$ cat src/rtl/rx_reset_sm.sv
// rx_reset_sm: per-channel RX reset sequencer, gated by TX lane reset, CDR lock and LOS
module rx_reset_sm #(
  parameter int TIMER1_BIT = 2,
  parameter int TIMER2_BIT = 16
) (
  input  logic       refclkdiv2,
  input  logic       rst_n,
  input  logic       tx_pcs_rst_ch_c,
  input  logic       rx_cdr_lol_ch_s,
  input  logic       rx_los_low_ch_s,
  output logic       rx_serdes_rst_ch_c,
  output logic       rx_pcs_rst_ch_c,
  output logic       rx_ready,
  output logic [7:0] relock_cnt
);
  typedef enum logic [2:0] {WAIT_TX, SERDES_RST, WAIT_T1, CHECK_LOL, WAIT_T2, NORMAL} state_t;
  state_t cs, ns;
  logic tx_int, lol_int, los_int;
  logic [TIMER1_BIT:0] counter1;
  logic [TIMER2_BIT:0] counter2;
  logic fault, t1_done, t2_done, serdes_d, pcs_d, relock;
  assign fault   = tx_int | lol_int | los_int;
  assign t1_done = counter1[TIMER1_BIT];
  assign t2_done = counter2[TIMER2_BIT];
  always_comb begin
    ns       = cs;
    serdes_d = 1'b0;
    pcs_d    = 1'b1;
    relock   = 1'b0;
    case (cs)
      WAIT_TX:    ns = fault ? WAIT_TX : SERDES_RST;
      SERDES_RST: begin
        serdes_d = 1'b1;
        ns       = WAIT_T1;
      end
      WAIT_T1:    begin
        serdes_d = 1'b1;
        ns       = t1_done ? CHECK_LOL : WAIT_T1;
      end
      CHECK_LOL:  ns = WAIT_T2;
      // a fault outranks a timer that expires in the same cycle
      WAIT_T2:    ns = fault ? WAIT_TX : t2_done ? NORMAL : WAIT_T2;
      NORMAL:     begin
        pcs_d  = 1'b0;
        relock = fault;
        ns     = fault ? WAIT_TX : NORMAL;
      end
      default:    ns = WAIT_TX;
    endcase
  end
  always_ff @(posedge refclkdiv2 or negedge rst_n) begin
    if (!rst_n) begin
      tx_int             <= 1'b1;
      lol_int            <= 1'b1;
      los_int            <= 1'b1;
      cs                 <= WAIT_TX;
      counter1           <= '0;
      counter2           <= '0;
      rx_serdes_rst_ch_c <= 1'b0;
      rx_pcs_rst_ch_c    <= 1'b1;
      rx_ready           <= 1'b0;
      relock_cnt         <= 8'h00;
    end else begin
      tx_int             <= tx_pcs_rst_ch_c;
      lol_int            <= rx_cdr_lol_ch_s;
      los_int            <= rx_los_low_ch_s;
      cs                 <= ns;
      counter1           <= (cs == SERDES_RST) ? '0 : counter1 + {{TIMER1_BIT{1'b0}}, ~t1_done};
      counter2           <= (cs == CHECK_LOL) ? '0 : counter2 + {{TIMER2_BIT{1'b0}}, ~t2_done};
      rx_serdes_rst_ch_c <= serdes_d;
      rx_pcs_rst_ch_c    <= pcs_d;
      rx_ready           <= (cs == NORMAL);
      relock_cnt         <= (relock && relock_cnt != 8'hFF) ? relock_cnt + 8'h01 : relock_cnt;
    end
  end
endmodule

$ cat config.mk
export PLATFORM = sky130hd
export DESIGN_NAME = rx_reset_sm
export DESIGN_NICKNAME = d
export VERILOG_FILES = /design/src/rtl/rx_reset_sm.sv
export SDC_FILE = /design/constraint.sdc
export NUM_CORES = 1
export LEC_CHECK = 0
export CELL_PAD_IN_SITES_DETAIL_PLACEMENT = 2
export CELL_PAD_IN_SITES_GLOBAL_PLACEMENT = 2
export CORE_ASPECT_RATIO = 1.5
export CORE_UTILIZATION = 30
export DETAILED_ROUTE_END_ITERATION = 7
export HOLD_SLACK_MARGIN = 0.02
export PLACE_DENSITY = 0.67
export SETUP_SLACK_MARGIN = 0.02
export SYNTH_ARGS = -nofsm -noshare
export SYNTH_HDL_FRONTEND = slang
export SYNTH_SLANG_ARGS = --single-unit
$ cat constraint.sdc
create_clock -name refclkdiv2 -period 2.3 [get_ports refclkdiv2]
set_clock_uncertainty 0.2 [all_clocks]
set_input_delay 0.46 -clock refclkdiv2 [delete_from_list [all_inputs] [get_ports refclkdiv2]]
set_output_delay 0.46 -clock refclkdiv2 [all_outputs]
set_load 0.01 [all_outputs]
==> flow_metrics.py <==
metrics = {
    "outcome": {
        "status": "completed",
    },
    "detailed_routing": {
        "vias": 1219,
        "detail-route-antenna-nets": 0,
        "finalWirelength_um": 3747,
        "routed_via_density": 4.935,
        "dr.first_iter.drc_count": 36,
        "wl_per_cell_um": 15.17,
        "first_pass_iters": 2,
        "drc": 0,
    },
    "setup_path": {
        "critPathRequiredTime_ns": 1.64,
        "path_max_fanout": 6,
        "reg2reg_depth": 7,
        "crit_chain": "clkdlybuf4s50_1",
        "end_kind": "output port",
        "max_stage_delay_ns": 0.59,
        "r2r_slack_ns": 0.40,
        "rr_endpoint": "counter2[12]",
        "crit_arrival_ns": 1.35,
        "worst-setup-path-type": "flip-flop to output port",
        "r2r-start": "counter2[16]",
        "cp_slowest_cell": "clkdlybuf4s50_1",
        "path_buf_inv": 1,
        "start_kind": "flip-flop",
        "critPathTopFamily": "buffers and inverters",
    },
    "yosys": {
        "synth_area_leaders": "dfrtp_1 (49%), xnor2_1 (7.3%), dfstp_2 (6.3%)",
        "synth-simple-area-share_pct": 22.62,
        "netlist_instances": 155,
        "synth-seq-cells": 37,
        "synth_fa_ha_area_share_pct": 3.720,
        "ys_seq_area_share_pct": 55.36,
        "synth_cell_types": 33,
        "synth_xor_area_share_pct": 8.854,
        "syn_nets": 165,
        "synth_top_family_by_area": "simple AND/OR/NAND/NOR gates",
        "synth_area_leader_cell": "dfrtp_1",
        "synth_top_area_share_pct": 49.11,
        "ys_warn_count": 0,
        "syn_area_per_cell_sq_um": 10.85,
        "muxShareOfSynthArea_pct": 2.232,
        "synth_edf_count": 0,
        "syn-cell-area_sq_mm": 0.001682,
        "synth_compound_area_share_pct": 4.613,
        "ys.flop_type": "dfrtp_1",
        "synthTopCellsByCount": "dfrtp_1 (33), nor2_1 (20), xnor2_1 (14)",
        "async_flop_share_pct": 100.0,
        "synthMostInstantiatedCell": "dfrtp_1",
    },
    "floorplanning": {
        "initial_core_util_pct": 30.85,
        "core_sq_mm": 0.005450,
        "std_cell_rows": 33,
        "pin_count": 16,
        "fp.dieW_um": 63.13,
        "dieHeight_um": 93.70,
        "dieArea_sq_mm": 0.005915,
    },
    "clock_tree": {
        "cts-buffers-inserted": 5,
        "h-tree-depth": 2,
        "root_buffer": "clkbuf_8",
        "ctsHoldBuffers": 0,
        "cts_sinks": 37,
        "cts_resized": 0,
        "cts_setup_buffers": 0,
        "clk_pin_slew_worst_paths_ns": 0.08,
        "cts_max_path_buffers": 2,
        "clk_latency_ns": 0.29,
        "cts_tree": "yes",
    },
    "power": {
        "ir_drop_uv": 514.0,
        "powerDensity_mw_per_mm2": 999.7,
        "total_leakage_power_nw": 0.8672,
    },
    "grt": {
        "grtUsageTotal_pct": 14.72,
        "antenna_found_initial": 0,
        "grt_pass1_vias": 1437,
        "grt_max_degree": 38,
        "grt_overflow": 0,
        "grt_pass1_wl_um": 6665,
    },
    "cells_and_area": {
        "fin_cells": 247,
        "nets": 186,
        "area_delta_synth_final_pct": 21.95,
        "drive_above_1_share_pct": 12.43,
        "antenna_cells": 0,
    },
    "min_path": {
        "hold_depth": 1,
        "worst_hold_path_type": "flip-flop to flip-flop",
        "worstHoldStart": "relock_cnt[0]",
        "min_to": "relock_cnt[0]",
    },
    "timing": {
        "setup_violations": 0,
        "hold_viol_final": 0,
        "clock.fmax_mhz": 497.2,
        "slew_viol_final": 0,
        "setup_tns_ns": 0,
        "worstMarginPinSlew_ns": 0.4785,
        "timing.final.crit_share_pct": 87.45,
        "rsz0062_at_grt": "false",
        "slew_headroom_pct": 68.10,
        "finalCriticalPeriod_ns": 2.011,
    },
    "place": {
        "dpl.cell_count": 239,
        "dp.final_hpwl_um": 2687,
        "place_congestion": 0.7173,
        "numPortBuffers": 15,
    },
    "run": {
        "cap_violations": 0,
    },
}
layout by cell type, fill, tap and decap left out, types with 2 or more instances in the layout:
cell type	count
xor2_1	3
ha_1	5
or3_1	3
mux2_2	2
clkbuf_8	5
a21oi_1	4
nand4_1	3
inv_1	7
dfstp_2	4
clkdlybuf4s50_1	15
a21o_1	2
nor2_1	20
nand3_1	10
dfrtp_1	33
nor3_1	7
o21ai_0	4
nor4_1	4
xnor2_1	14
buf_4	2
nand2_1	7
nor2b_1	7
bufinv_16	2
cell families after synthesis:
| logic type | Yosys count |
|---|---|
| AOI/OAI and AO/OA | 13 |
| buffers and inverters | 10 |
| xor gates and xnor gates | 17 |
| DFF | 37 |
| and+or+nand+nor | 70 |
| adders and majority gates | 5 |
| muxes | 3 |
power by group:
group | switching [mW] | internal [mW] | total [mW] | leakage (nW)
logic | 0.248 | 0.232 | 0.479 | 0.317
registers | 0.120 | 0.784 | 0.904 | 0.482
clock network | 0.236 | 0.431 | 0.667 | 0.0681
area by class of cell:
type,instances,area [sq um]
Tap cell,70,87.58
Sequential cell,37,930.9
Clock inverter,3,65.06
Fill cell,631,3400
Timing Repair Buffer,17,165.2
Multi-Input combinational cell,108,706.9
Inverter,7,26.28
Clock buffer,5,68.82
routing by layer:
metal	share of wire, %	global-route usage [%]	up-vias
met2	60	29.39	19
met1	36	14.63	629
met4	1.0	5.039	0
met5	0	0	-
li1	-	-	567
met3	2.7	2.913	4
registers in the layout, summed over array words and instances, names as in the netlist:
signal / flops
counter2: 17
relock_cnt: 8
tx_int: 1
los_int: 1
rx_ready: 1
lol_int: 1
rx_pcs_rst_ch_c: 1
cs: 3
counter1: 3
rx_serdes_rst_ch_c: 1
per-stage QoR:
step	utilization (%)	cell area, sq um	hold slack [ns]	worst slack (ns)	power [mW]
final	37.63	2051	0.3379	0.2886	2.050
after global routing	37.63	2051	0.3566	0.2322	2.189
after CTS	37.63	2051	0.3450	0.2725	2.101
after detailed placement	35.17	1917	0.3253	0.3850	1.406
after global placement	35.17	1917	0.3180	0.4284	1.347
after floorplan	-	1682	-0.03559	0.5800	1.208
worst max path at each step:
stage,start,to,depth (start not counted)
6_report,relock_cnt[7],relock_cnt[7],1
5_1_grt,counter2[4],counter2[13],4
4_1_cts,relock_cnt[7],relock_cnt[7],1
3_5_place_dp,counter2[16],counter2[12],7
3_3_place_gp,counter2[16],counter2[12],7
2_1_floorplan,relock_cnt[0],relock_cnt[1],5
Note: power is estimated with default switching activity, not from simulation.
